### config.mk
export PLATFORM = sky130hd
export DESIGN_NAME = uart_rx_frame10_flat
export DESIGN_NICKNAME = d
export VERILOG_FILES = /design/src/rtl/uart_rx_frame10_if.sv /design/src/rtl/uart_rx_frame10.sv /design/src/flat_wrapper.sv
export SDC_FILE = /design/constraint.sdc
export NUM_CORES = 1
export LEC_CHECK = 0
export CORE_MARGIN = 2
export CORE_UTILIZATION = 51
export CTS_CLUSTER_SIZE = 28
export DETAILED_ROUTE_END_ITERATION = 8
export PLACE_DENSITY = 0.76
export SLEW_MARGIN = 10
export SYNTH_ARGS = -nofsm -noshare
export SYNTH_HDL_FRONTEND = slang
export SYNTH_SLANG_ARGS = --single-unit
### constraint.sdc
create_clock -name clock -period 2.27 [get_ports clock]
set_clock_uncertainty 0.15 [all_clocks]
set_input_delay 0.454 -clock clock [delete_from_list [all_inputs] [get_ports clock]]
set_output_delay 0.454 -clock clock [all_outputs]
set_load 0.005 [all_outputs]
### src/rtl/uart_rx_frame10_if.sv
// FIFO-side write port of the UART receive deserializer.
// The master drives the write strike, the word and the overrun pulse; the FIFO returns its full flag.
interface uart_rx_frame10_if;
  logic [9:0] fifo_data;
  logic       fifo_wrreq;
  logic       fifo_full;
  logic       overrun;

  modport master (output fifo_data, fifo_wrreq, overrun, input fifo_full);
  modport slave  (input fifo_data, fifo_wrreq, overrun, output fifo_full);
endinterface

### src/rtl/uart_rx_frame10.sv
// 16x-oversampled UART receiver writing {frame_err, parity_err, data} words into a FIFO.
// Optional parity bit enabled by defining UART_RX_PARITY_EN (default build is 8N1).
module uart_rx_frame10 #(
  parameter int DIV_W      = 16,
  parameter bit PARITY_ODD = 1'b0
) (
  input  logic             clock,
  input  logic             aclr_n,
  input  logic             rxd,
  input  logic [DIV_W-1:0] baud_div,
  output logic             rx_busy,
  uart_rx_frame10_if.master fifo
);

`ifdef UART_RX_PARITY_EN
  localparam bit PAR_EN = 1'b1;
`else
  localparam bit PAR_EN = 1'b0;
`endif

  typedef enum logic [2:0] {IDLE, START, DATA, PARITY, STOP, BRKWAIT} state_t;

  state_t           state, state_next;
  logic             rs_meta, rs;
  logic [DIV_W-1:0] tc, div_m1;
  logic             tick, bit_mid, bit_end;
  logic [3:0]       sc;
  logic             s6, s7, vote;
  logic [7:0]       data_byte;
  logic [2:0]       bit_idx;
  logic             par_err;
  logic             start_det, emit;
  logic [9:0]       word;

  always_ff @(posedge clock or negedge aclr_n) begin
    if (!aclr_n) begin
      rs_meta <= 1'b1;
      rs      <= 1'b1;
    end else begin
      rs_meta <= rxd;
      rs      <= rs_meta;
    end
  end

  // A zero divider behaves like 1; >= keeps the counter safe if the divider shrinks mid-count.
  assign div_m1 = (baud_div == '0) ? '0 : baud_div - DIV_W'(1);
  assign tick   = (tc >= div_m1);

  always_ff @(posedge clock or negedge aclr_n) begin
    if (!aclr_n) begin
      tc <= '0;
      sc <= 4'd0;
    end else if (start_det) begin
      tc <= '0;
      sc <= 4'd0;
    end else begin
      tc <= tick ? '0 : tc + DIV_W'(1);
      if (tick) sc <= sc + 4'd1;
    end
  end

  assign bit_mid = tick && (sc == 4'd8);
  assign bit_end = tick && (sc == 4'd15);

  always_ff @(posedge clock or negedge aclr_n) begin
    if (!aclr_n) begin
      s6 <= 1'b0;
      s7 <= 1'b0;
    end else begin
      if (tick && sc == 4'd6) s6 <= rs;
      if (tick && sc == 4'd7) s7 <= rs;
    end
  end

  assign vote = (s6 & s7) | (s6 & rs) | (s7 & rs);

  always_ff @(posedge clock or negedge aclr_n) begin
    if (!aclr_n) state <= IDLE;
    else         state <= state_next;
  end

  always_comb begin
    state_next = state;
    start_det  = 1'b0;
    emit       = 1'b0;
    case (state)
      IDLE: begin
        if (!rs) begin
          start_det  = 1'b1;
          state_next = START;
        end
      end
      START: begin
        if (bit_mid && vote) state_next = IDLE;
        else if (bit_end)    state_next = DATA;
      end
      DATA: begin
        if (bit_end && bit_idx == 3'd7) begin
`ifdef UART_RX_PARITY_EN
          state_next = PARITY;
`else
          state_next = STOP;
`endif
        end
      end
`ifdef UART_RX_PARITY_EN
      PARITY: begin
        if (bit_end) state_next = STOP;
      end
`endif
      STOP: begin
        if (bit_mid) begin
          emit       = 1'b1;
          state_next = vote ? IDLE : BRKWAIT;
        end
      end
      BRKWAIT: begin
        if (rs) state_next = IDLE;
      end
      default: state_next = IDLE;
    endcase
  end

  assign rx_busy = (state == START) || (state == DATA) || (state == PARITY) || (state == STOP);

  always_ff @(posedge clock or negedge aclr_n) begin
    if (!aclr_n) begin
      data_byte <= 8'h00;
      bit_idx   <= 3'd0;
      par_err   <= 1'b0;
    end else begin
      if (start_det) begin
        bit_idx <= 3'd0;
        par_err <= 1'b0;
      end else if (state == DATA) begin
        if (bit_mid) data_byte <= {vote, data_byte[7:1]};
        if (bit_end) bit_idx <= bit_idx + 3'd1;
      end else if (state == PARITY && bit_mid) begin
        par_err <= ((^data_byte) ^ vote) != PARITY_ODD;
      end
    end
  end

  assign word = {~vote, PAR_EN ? par_err : 1'b0, data_byte};

  // The word is presented even when dropped, so software can still inspect the overrun character.
  always_ff @(posedge clock or negedge aclr_n) begin
    if (!aclr_n) begin
      fifo.fifo_data  <= 10'h000;
      fifo.fifo_wrreq <= 1'b0;
      fifo.overrun    <= 1'b0;
    end else begin
      fifo.fifo_wrreq <= 1'b0;
      fifo.overrun    <= 1'b0;
      if (emit) begin
        fifo.fifo_data  <= word;
        fifo.fifo_wrreq <= ~fifo.fifo_full;
        fifo.overrun    <= fifo.fifo_full;
      end
    end
  end

endmodule
### src/flat_wrapper.sv
// flat-port wrapper written by rule: the top's interface ports become plain ports
module uart_rx_frame10_flat 
#(
  parameter int DIV_W      = 16,
  parameter bit PARITY_ODD = 1'b0
)
  (clock, aclr_n, rxd, baud_div, rx_busy, fifo_fifo_data, fifo_fifo_wrreq, fifo_overrun, fifo_fifo_full);
  uart_rx_frame10_if fifo_i ();
  input  logic clock;
  input  logic aclr_n;
  input  logic rxd;
  input  logic [DIV_W-1:0] baud_div;
  output logic rx_busy;
  output wire logic [$bits(fifo_i.fifo_data)-1:0] fifo_fifo_data;
  output wire logic [$bits(fifo_i.fifo_wrreq)-1:0] fifo_fifo_wrreq;
  output wire logic [$bits(fifo_i.overrun)-1:0] fifo_overrun;
  input wire logic [$bits(fifo_i.fifo_full)-1:0] fifo_fifo_full;
  assign fifo_fifo_data = fifo_i.fifo_data;
  assign fifo_fifo_wrreq = fifo_i.fifo_wrreq;
  assign fifo_overrun = fifo_i.overrun;
  assign fifo_i.fifo_full = fifo_fifo_full;
  uart_rx_frame10 #(.DIV_W(DIV_W), .PARITY_ODD(PARITY_ODD)) u_core (.clock(clock), .aclr_n(aclr_n), .rxd(rxd), .baud_div(baud_div), .rx_busy(rx_busy), .fifo(fifo_i));
endmodule
; After elaboration in Yosys (flattened, before gate mapping)
; Index checks and enable logic that the tools add are counted.
[classes]
eq_ne = 15
n_mux = 22
n_addsub = 4
order_cmp = 1
reduce_logical = 17
bitwise_logic = 8
[ops]
columns = operator, n
row1 = 16-bit 2-to-1 mux, 3
row2 = 3-bit 2-to-1 mux, 10
row3 = 16-bit by 1-bit adder with 16-bit output (second input constant), 1
row4 = 16-bit >= comparator, 1
row5 = 16-bit zero test, 1
row6 = 16-bit by 1-bit subtractor with 16-bit output (second input constant), 1
row7 = 3-bit one-hot mux with 5 select lines, 1
row8 = 3-bit equality test (second input constant), 3
row9 = 4-bit by 3-bit equality test with 1-bit output (second input constant), 2
row10 = 4-bit equality test (second input constant), 2
row11 = 4-bit 2-to-1 mux, 2
row12 = 3-bit by 2-bit equality test with 1-bit output (second input constant), 2
row13 = 1-bit logical AND, 6
row14 = 1-bit 2-to-1 mux, 6
row15 = 2-bit by 1-bit inequality test with 1-bit output (second input constant), 3
row16 = 2-bit nonzero test, 3
row17 = 5-bit AND reduction, 1
row18 = 4-bit by 1-bit adder with 4-bit output (second input constant), 1
row19 = 3-bit by 1-bit adder with 3-bit output (second input constant), 1
row20 = 1-bit AND, 3
row21 = 3-bit by 1-bit equality test with 1-bit output (second input constant), 1
row22 = 3-bit zero test, 1
row23 = 1-bit logical OR, 3
row24 = 3-bit by 1-bit inequality test with 1-bit output (second input constant), 1
row25 = 5 further kinds, 8
[totals]
register_bits = 49

; Depth between registers and ports, before layout
; Gate-level depths: netlist (run 1).
[depth]
depth_word = 7
mapped_depth = 15
mapped_depth_nobuf = 13

; Least setup slack after synthesis (run 1)
; OpenSTA, ideal clock, no wires.
[synth_timing]
path_kind = in2reg
start = input port baud_div[9]
end = register u_core.fifo.fifo_data[1]
required_ns = 1.995
cell_stages = 14
slack_ns = -1.499
arrival_time_ns = 3.494
path_buffers = 2
path_cell_list = or4_4 > or3_4 > nor4_2 > nand2_1 > buf_2 > nand2_1 > ha_1 > nand2_1 > o21ai_1 > a41oi_1 > o41ai_4 > nand4_2 > buf_6 > mux2_2
[synth_via]
elab_chain_cells = 6
word_cells_on_any_way = 7
classes_between = add/sub: 1 / order compare: 1 / mux: 3 / reduce/logical: 2
[synth_lines]
columns = element, line_no
row1 = start: declaration, flat_wrapper.sv:12  ; input logic [DIV_W-1:0] baud_div;
row2 = 16-bit by 1-bit subtractor with 16-bit output or 16-bit zero test (tied branches), uart_rx_frame10.sv:46  ; assign div_m1 = (baud_div == '0) ? '0 : baud_div - DIV_W'(1);
row3 = 16-bit 2-to-1 mux (*), uart_rx_frame10.sv:46
row4 = 16-bit >= comparator (*), uart_rx_frame10.sv:47  ; assign tick = (tc >= div_m1);
row5 = 1-bit logical AND (*), uart_rx_frame10.sv:62  ; assign bit_mid = tick && (sc == 4'd8);
row6 = 1-bit 2-to-1 mux (*), uart_rx_frame10.sv:112  ; if (bit_mid) begin
row7 = 1-bit 2-to-1 mux (*), uart_rx_frame10.sv:86  ; case (state)
row8 = end signal: assignment, uart_rx_frame10.sv:156  ; fifo.fifo_data <= word;
row9 = end: declaration, uart_rx_frame10_if.sv:9  ; modport master (output fifo_data, fifo_wrreq, overrun, input fifo_full);
; Mark *: on every way between the ends. The rest lies on a longest branch, timed or not.
; A chain may end at the register's enable or synchronous reset.

; Worst setup path after layout (run 1)
[layout_timing]
start = input port baud_div[8]
end = register u_core.s6
[layout_via]
elab_chain_cells = 4
word_cells_on_any_way = 5
classes_between = add/sub: 1 / order compare: 1 / mux: 1 / reduce/logical: 2
[layout_lines]
columns = element, line_no
row1 = 16-bit by 1-bit subtractor with 16-bit output or 16-bit zero test (tied branches), uart_rx_frame10.sv:46
row2 = 16-bit 2-to-1 mux (*), uart_rx_frame10.sv:46
row3 = 16-bit >= comparator (*), uart_rx_frame10.sv:47
row4 = 1-bit logical AND (*), uart_rx_frame10.sv:70  ; if (tick && sc == 4'd6) s6 <= rs;
row5 = end signal: assignment, uart_rx_frame10.sv:70
row6 = end: declaration, uart_rx_frame10.sv:28  ; logic s6, s7, vote;
; Marks and branches as above.

==> flow_summary_export.csv, run 1 <==
group,metric,value,unit
route,vias_per_cell,5.45,
die,dieWidth,79.9,um
route,antenna_left,0,
die,io_pins,33,
power_and_ir_drop,peakVddDrop,0.470,mV
power_and_ir_drop,p_int,1.48,mW
final_layout,fin_util,0.742,
logic_synthesis,yosys_warnings,0,
critical_path,cp_data_arrival_time,3620,ps
grt,grt_overflow_total,0,
critical_path,worst-path-stages,15,
route,vias,2425,
cts,clk_pin_slew,90,ps
power_and_ir_drop,power_frac_clock,0.256,
logic_synthesis,synth_nets,333,
grt,grt_pass1_vias,2616,
route,wl,7170,um
logic_synthesis,async_reset_ff_frac,1.00,
flow_run,drv_cap,0,
logic_synthesis,avgSynthCellArea,10.2,um2
die,die_h,79.9,um
grt,grt_max_degree,28,
cts,cts_root_buf,"clkbuf_8",
sta,slew_viol_final,0,
final_layout,final_cell_mix,"dfrtp_1, buf_4, nand2_1, clkdlybuf4s50_1",
power_and_ir_drop,p_switching,679,uW
final_layout,final_common_cell,"dfrtp_1",
sta,setup_violations,47,
critical_path,required,2320,ps
logic_synthesis,syn_inst,289,
route,drc,0,
grt,grt_use_total,0.239,
sta,setup_slack,-1300,ps
placed_design,placed_cells,428,
sta,fin_crit_sh,1.57,
logic_synthesis,syn-cell-area,2930,um2
die,rows,27,
power_and_ir_drop,power.density,525,nW/um2
cts,cts_buffer_depth,2,
critical_path,crit_family,"simple AND/OR/NAND/NOR gates",
cts,cts_tree,"built",
sta,hold_ws,209,ps
power_and_ir_drop,leakagePower,2.05,nW
sta,max_slew_margin,0.632,
grt,grt_pass1_wl,11800,um
cts,htreeDepth,2,
sta,hold_violations,0,
final_layout,nets,416,
critical_path,worstSetupPathType,"primary input to register",
critical_path,crit_chain,"buf_6 -> or4_4 -> or3_4 -> nor4_4 -> and3_4 -> mux2i_2 -> ha_1 -> a21oi_2 -> o21ai_2 -> a21oi_2 -> o41ai_4 -> buf_6 -> buf_8 -> nand4b_1 -> mux2_4",
critical_path,cp_slowest_cell,"or4_4",
final_layout,fillCellCount,391,
placed_design,numPortBuffers,31,
grt,antenna_found_initial,0,
power_and_ir_drop,pwr-share-seq,0.461,
final_layout,areaGrowthSynthToFinish,40.1,%
sta,rsz0062_at_grt,"true",
logic_synthesis,seq_area_frac_synth,0.419,
die,start_util,0.530,
final_layout,regArea,1230,um2
power_and_ir_drop,sw_frac_of_total,0.314,
sta,fmax,280,MHz
final_layout,multiInputGateArea,1920,um2
sta,worstMarginPinSlew,552,ps
cts,cts_buffers,5,
cts,clock_latency,320,ps
critical_path,r2r_cells,9,
route,wire_per_inst,16.1,um
final_layout,antenna_cells,0,
placed_design,routabilityCongestion,0.768,
route,drtPass1Iterations,4,
min_path,hp-class,"register to register",
cts,cts_sinks,49,
logic_synthesis,synth_ff_type,"dfrtp_1",
critical_path,max_stage_delay,530,ps
logic_synthesis,ys_types,49,
run_status,status,"finished with violations",
critical_path,startpoint_type,"primary input",
critical_path,crit_path_max_fanout,7,
critical_path,worstSetupEndpointType,"register",
placed_design,dp_hpwl,4510,um
final_layout,drive_gt1_frac,0.370,
die,die_area,6380,um2
route,drt_iter0_markers,89,
die,core_area,5540,um2
final_layout,stdcell_count,445,
run_status,violations,"negative setup slack",
min_path,min_path_cells,0,
power_and_ir_drop,p_comb_frac,0.283,
logic_synthesis,synth_edf_count,0,
logic_synthesis,ys_seq_elements,49,
sta,layout_min_cycle_time,3570,ps
critical_path,crit_buf_inv,3,
==> Yosys cell counts, drive strengths merged, types with 4 or more instances <==
| cell | n | area [um2] |
|---|---|---|
| nand3 | 8 | 40.0 |
| nor2 | 37 | 139 |
| nand4 | 5 | 37.5 |
| buf | 6 | 47.5 |
| and3 | 8 | 50.1 |
| mux2 | 21 | 236 |
| nor2b | 4 | 25.0 |
| a21oi | 12 | 60.1 |
| nand2 | 31 | 119 |
| xor2 | 20 | 175 |
| xnor2 | 7 | 61.3 |
| nor3 | 6 | 35.0 |
| inv | 10 | 37.5 |
| ha | 24 | 300 |
| o21ai | 6 | 30.0 |
| dfrtp | 47 | 1180 |
| mux2i | 5 | 50.1 |
==> power by group through the flow <==
| stage | combinational [mW] | clock, mW | sequential, mW |
|---|---|---|---|
| 5_1_grt | 0.682 | 0.590 | 1.01 |
| 6_report | 0.611 | 0.552 | 0.996 |
| 2_1_floorplan | 0.260 | 0 | 1.02 |
| 3_3_place_gp | 0.488 | 0 | 1.01 |
| 4_1_cts | 0.535 | 0.542 | 0.992 |
| 3_5_place_dp | 0.504 | 0 | 1.01 |
==> repair_timing <==
action                                  CTS  global route
endpoints found under the hold margin    22             0
endpoints found under the setup margin   48            47
setup buffers                             3             3
cloned                                    3             0
hold buffers                              1             0
pin swaps                                26             8
resized for setup                        58            43
==> registers in the layout, indices dropped and copies added, names as in the netlist <==
signal and cells:
u_core.s7 1, u_core.rs_meta 1, u_core.data_byte 8, u_core.state 3
u_core.rs 1, u_core.s6 1, u_core.sc 4, u_core.fifo.fifo_data 9
u_core.fifo.overrun 1, u_core.bit_idx 3, u_core.fifo.fifo_wrreq 1, u_core.tc 16
==> area by class of cell <==
class | instances | share of cell area
clock buffer | 5 | 0.0167
timing repair buffer | 82 | 0.179
inverter | 10 | 0.00913
tap | 72 | 0.0219
multi-input combinational | 224 | 0.468
sequential | 49 | 0.299
clock inverter | 3 | 0.00609
==> cells by family (layout without fill, tap and decap cells) <==
kind of cell    after synthesis  count (layout)  share of synthesized area
fa+ha+maj                    25              25                      0.106
other cells                   1               1                    0.00128
xor+xnor                     27              27                     0.0806
flops                        49              49                      0.419
buf+inv                      18             100                     0.0320
simple gates                118             120                      0.207
mux                          26              26                     0.0977
compound gates               25              25                     0.0567
==> routing by layer <==
metal | GRT usage | wire length [um] | up-vias
met4 | 0.0847 | 107 | 0
li1 | - | - | 1168
met2 | 0.465 | 3980 | 54
met5 | 0 | 0 | -
met1 | 0.263 | 2820 | 1189
met3 | 0.0328 | 260 | 14
==> per-stage QoR <==
step / power, mW / setup TNS (ps) / cell area [um2] / worst slack [ps]
2_1_floorplan: 1.28 / -61720 / 2970 / -1430
3_3_place_gp: 1.49 / -89230 / 3640 / -1960
3_5_place_dp: 1.51 / -91310 / 3640 / -2010
4_1_cts: 2.07 / -56190 / 3940 / -1260
5_1_grt: 2.28 / -61240 / 4110 / -1400
6_report: 2.16 / -56730 / 4110 / -1300
==> path summary, 6_finish.rpt <==
kind / from / end / slack (ps)
setup / recovery: baud_div[8] / u_core.s6 / -1300
hold / removal: u_core.rs_meta / u_core.rs / 210
setup reg to reg: u_core.tc[2] / u_core.s6 / -110
hold reg to reg: u_core.rs_meta / u_core.rs / 210
max in group asynchronous: aclr_n / u_core.rs_meta / 850
min in group asynchronous: aclr_n / u_core.tc[12] / 490
(Power assumes the default switching activity.)
==> run 2: changes to the inputs <==
Settings changed: ABC_AREA set to 1.
==> run 2 against run 1 <==
The run still ends with negative setup slack left; critical path type unchanged; largest power group unchanged; largest cell class unchanged; critical endpoint is now u_core.state[2]; global-route usage increased by 2.1 points; core utilization rose by 5.2 points; highest routed layer unchanged; final cell count rose by 24%; power increased by 17%.
==> flow_summary_export.csv, run 2 <==
group,metric,value,unit
logic_synthesis,netlist.area_leader.share,0.384,
final_layout,antenna_cells,0,
route,met3_length,436,um
logic_synthesis,synth_area_leaders,"dfrtp_1, nand2_1, ha_1, inv_1, o21ai_0",
logic_synthesis,async_reset_ff_frac,1.00,
route,vias,3103,
final_layout,final_cell_mix,"nand2_1, buf_4, dfrtp_1, inv_1, nand2_2",
cts,clk_pin_slew,90,ps
final_layout,areaGrowthSynthToFinish,51.8,%
route,drc,0,
grt,grt_max_degree,21,
grt,grt_pass1_vias,3051,
final_layout,fillCellCount,306,
logic_synthesis,syn-cell-area,3060,um2
die,die_area,6640,um2
critical_path,worstSetupEndpointType,"register",
logic_synthesis,post-synth-top-area-cell,"dfrtp_1",
final_layout,nets,521,
grt,grt_overflow_total,0,
sta,layout_min_cycle_time,3160,ps
logic_synthesis,syn_inst,377,
power_and_ir_drop,total_power,2.53,mW
critical_path,max_stage_delay,300,ps
route,drt_iter0_markers,190,
sta,fin_crit_sh,1.39,
logic_synthesis,ys_types,36,
sta,hold_ws,209,ps
critical_path,crit_family,"simple AND/OR/NAND/NOR gates",
die,dieWidth,81.5,um
critical_path,cp_slowest_cell,"ha_4",
grt,antenna_found_initial,0,
cts,clock_latency,310,ps
critical_path,required,2320,ps
route,wire_per_inst,17.1,um
critical_path,crit_chain,"dlygate4sd2_1 -> nor2_1 -> inv_1 -> buf_4 -> buf_4 -> nor2_1 -> nand3_1 -> xnor2_1 -> nand2_1 -> ha_4 -> nand2_2 -> nor2_1 -> a21oi_2 -> nand2_4 -> buf_8 -> nand3_4 -> nand3_4 -> nand3_2 -> nand2_1 -> nand2_1",
route,top_layer,"met4",
min_path,hp-class,"register to register",
power_and_ir_drop,peakVddDrop,0.472,mV
critical_path,startpoint_type,"primary input",
sta,worstMarginPinSlew,840,ps
route,vias_per_cell,5.61,
route,drtPass1Iterations,4,
sta,hold_violations,0,
placed_design,dp_hpwl,5000,um
die,die_h,81.5,um
die,start_util,0.524,
run_status,status,"finished with violations",
logic_synthesis,synthTopCellsByCount,"nand2_1, dfrtp_1, inv_1",
grt,grt_pass1_wl,13400,um
grt,grt_use_total,0.261,
final_layout,final_common_cell,"nand2_1",
final_layout,max_flop_register,"u_core.tc",
cts,cts_buffers,5,
cts,cts_tree,"built",
logic_synthesis,avgSynthCellArea,8.12,um2
logic_synthesis,synth_most_common_cell,"nand2_1",
sta,rsz0062_at_grt,"true",
run_status,violations,"negative setup slack",
cts,cts_buffer_depth,2,
cts,htreeDepth,2,
sta,slew_viol_final,0,
critical_path,cp_data_arrival_time,3210,ps
cts,cts_root_buf,"clkbuf_8",
route,wl_met1,3540,um
logic_synthesis,synth_nets,421,
route,met2_length,5080,um
logic_synthesis,synth_ff_type,"dfrtp_1",
cts,cts_sinks,49,
route,antenna_left,0,
die,rows,28,
placed_design,numPortBuffers,31,
die,io_pins,33,
logic_synthesis,seq_area_frac_synth,0.401,
sta,fmax,317,MHz
critical_path,crit_path_max_fanout,7,
logic_synthesis,yosys_warnings,0,
logic_synthesis,synth_edf_count,0,
die,core_area,5850,um2
final_layout,largest_reg_flops,16,
placed_design,routabilityCongestion,0.834,
logic_synthesis,ys_seq_elements,49,
critical_path,worstSetupPathType,"primary input to register",
sta,max_slew_margin,0.436,
final_layout,reg_top3,"u_core.tc: 16 flops, u_core.fifo.fifo_data: 9 flops, u_core.data_byte: 8 flops",
final_layout,drive_gt1_frac,0.427,
critical_path,crit_buf_inv,5,
flow_run,drv_cap,0,
power_and_ir_drop,leakagePower,2.25,nW
sta,setup_slack,-888,ps
power_and_ir_drop,power.density,544,nW/um2
route,wl,9440,um
sta,setup_violations,47,
run 2: cell types whose count changed in the layout (fill, tap and decap cells not counted), sizes merged, moves of 8 or more:
cell,delta
inv,+38
nand3,+11
and3,-8
buf,+20
o21ai,+18
nand2,+60
clkdlybuf4s50,-10
mux2,-21
run 2: metrics by stage:
step	TNS (ps)	std cells	setup WS, ps	util	instance area (um2)
6_report	-35190	553	-888	0.794	4650
5_1_grt	-42730	553	-1050	0.794	4650
3_5_place_dp	-56900	519	-1330	0.645	3770
4_1_cts	-25970	548	-625	0.731	4280
2_1_floorplan	-20210	377	-516	-	3120
3_3_place_gp	-52400	519	-1210	0.645	3770
run 2: timing repair:
action,CTS,global route
resized for setup,115,78
setup endpoints to repair,47,48
hold endpoints to repair,16,0
pin swaps,38,45
hold buffers,1,0
setup buffers,16,4
gates cloned,4,1
run 2: worst paths after layout:
check                          startpoint             endpoint  slack, ps  depth (start not counted)
max                          baud_div[12]      u_core.state[2]       -890                         20
min                        u_core.rs_meta            u_core.rs        210                          0
max reg2reg                  u_core.tc[3]      u_core.state[2]       -130                         15
min reg2reg                u_core.rs_meta            u_core.rs        210                          0
max in group asynchronous          aclr_n         u_core.sc[0]        890                          3
min in group asynchronous          aclr_n  u_core.fifo.overrun        450                          2
run 2: layout make-up:
class / instances / area, um2 / area share
well taps: 75 / 93.8 / 0.0202
inverters: 49 / 189 / 0.0406
repair buffers: 99 / 858 / 0.185
clock buffers: 5 / 68.8 / 0.0148
flip-flops and latches: 49 / 1230 / 0.264
clock inverters: 3 / 26.3 / 0.00565
multi-input cells: 273 / 2180 / 0.470
run 2: worst reg2reg max path: cells and delay by family (launching register included):
family	cells	cell delay (ps)
adder cells (fa/ha/maj)	1	340
flip-flops	1	420
AND/OR/NAND/NOR	12	1150
buffers and inverters	2	240
run 2: cells by family (layout without fill, tap and decap cells):
kind of cell,Yosys count,after routing,share of synthesized area
other cells,1,1,0.00122
flops,49,49,0.401
compound gates,47,47,0.0801
buf+inv,56,156,0.0739
simple gates,180,181,0.288
fa+ha+maj,25,25,0.101
xor+xnor,19,19,0.0543
run 2: metal layers:
layer / up-vias / track usage
met5: - / 0
met1: 1512 / 0.306
met2: 122 / 0.476
li1: 1429 / -
met3: 40 / 0.0330
met4: 0 / 0.110
run 2: report_power, final:
group          internal [mW]  switching, mW
clock                  0.224          0.312
sequential             0.951         0.0973
combinational          0.399          0.546
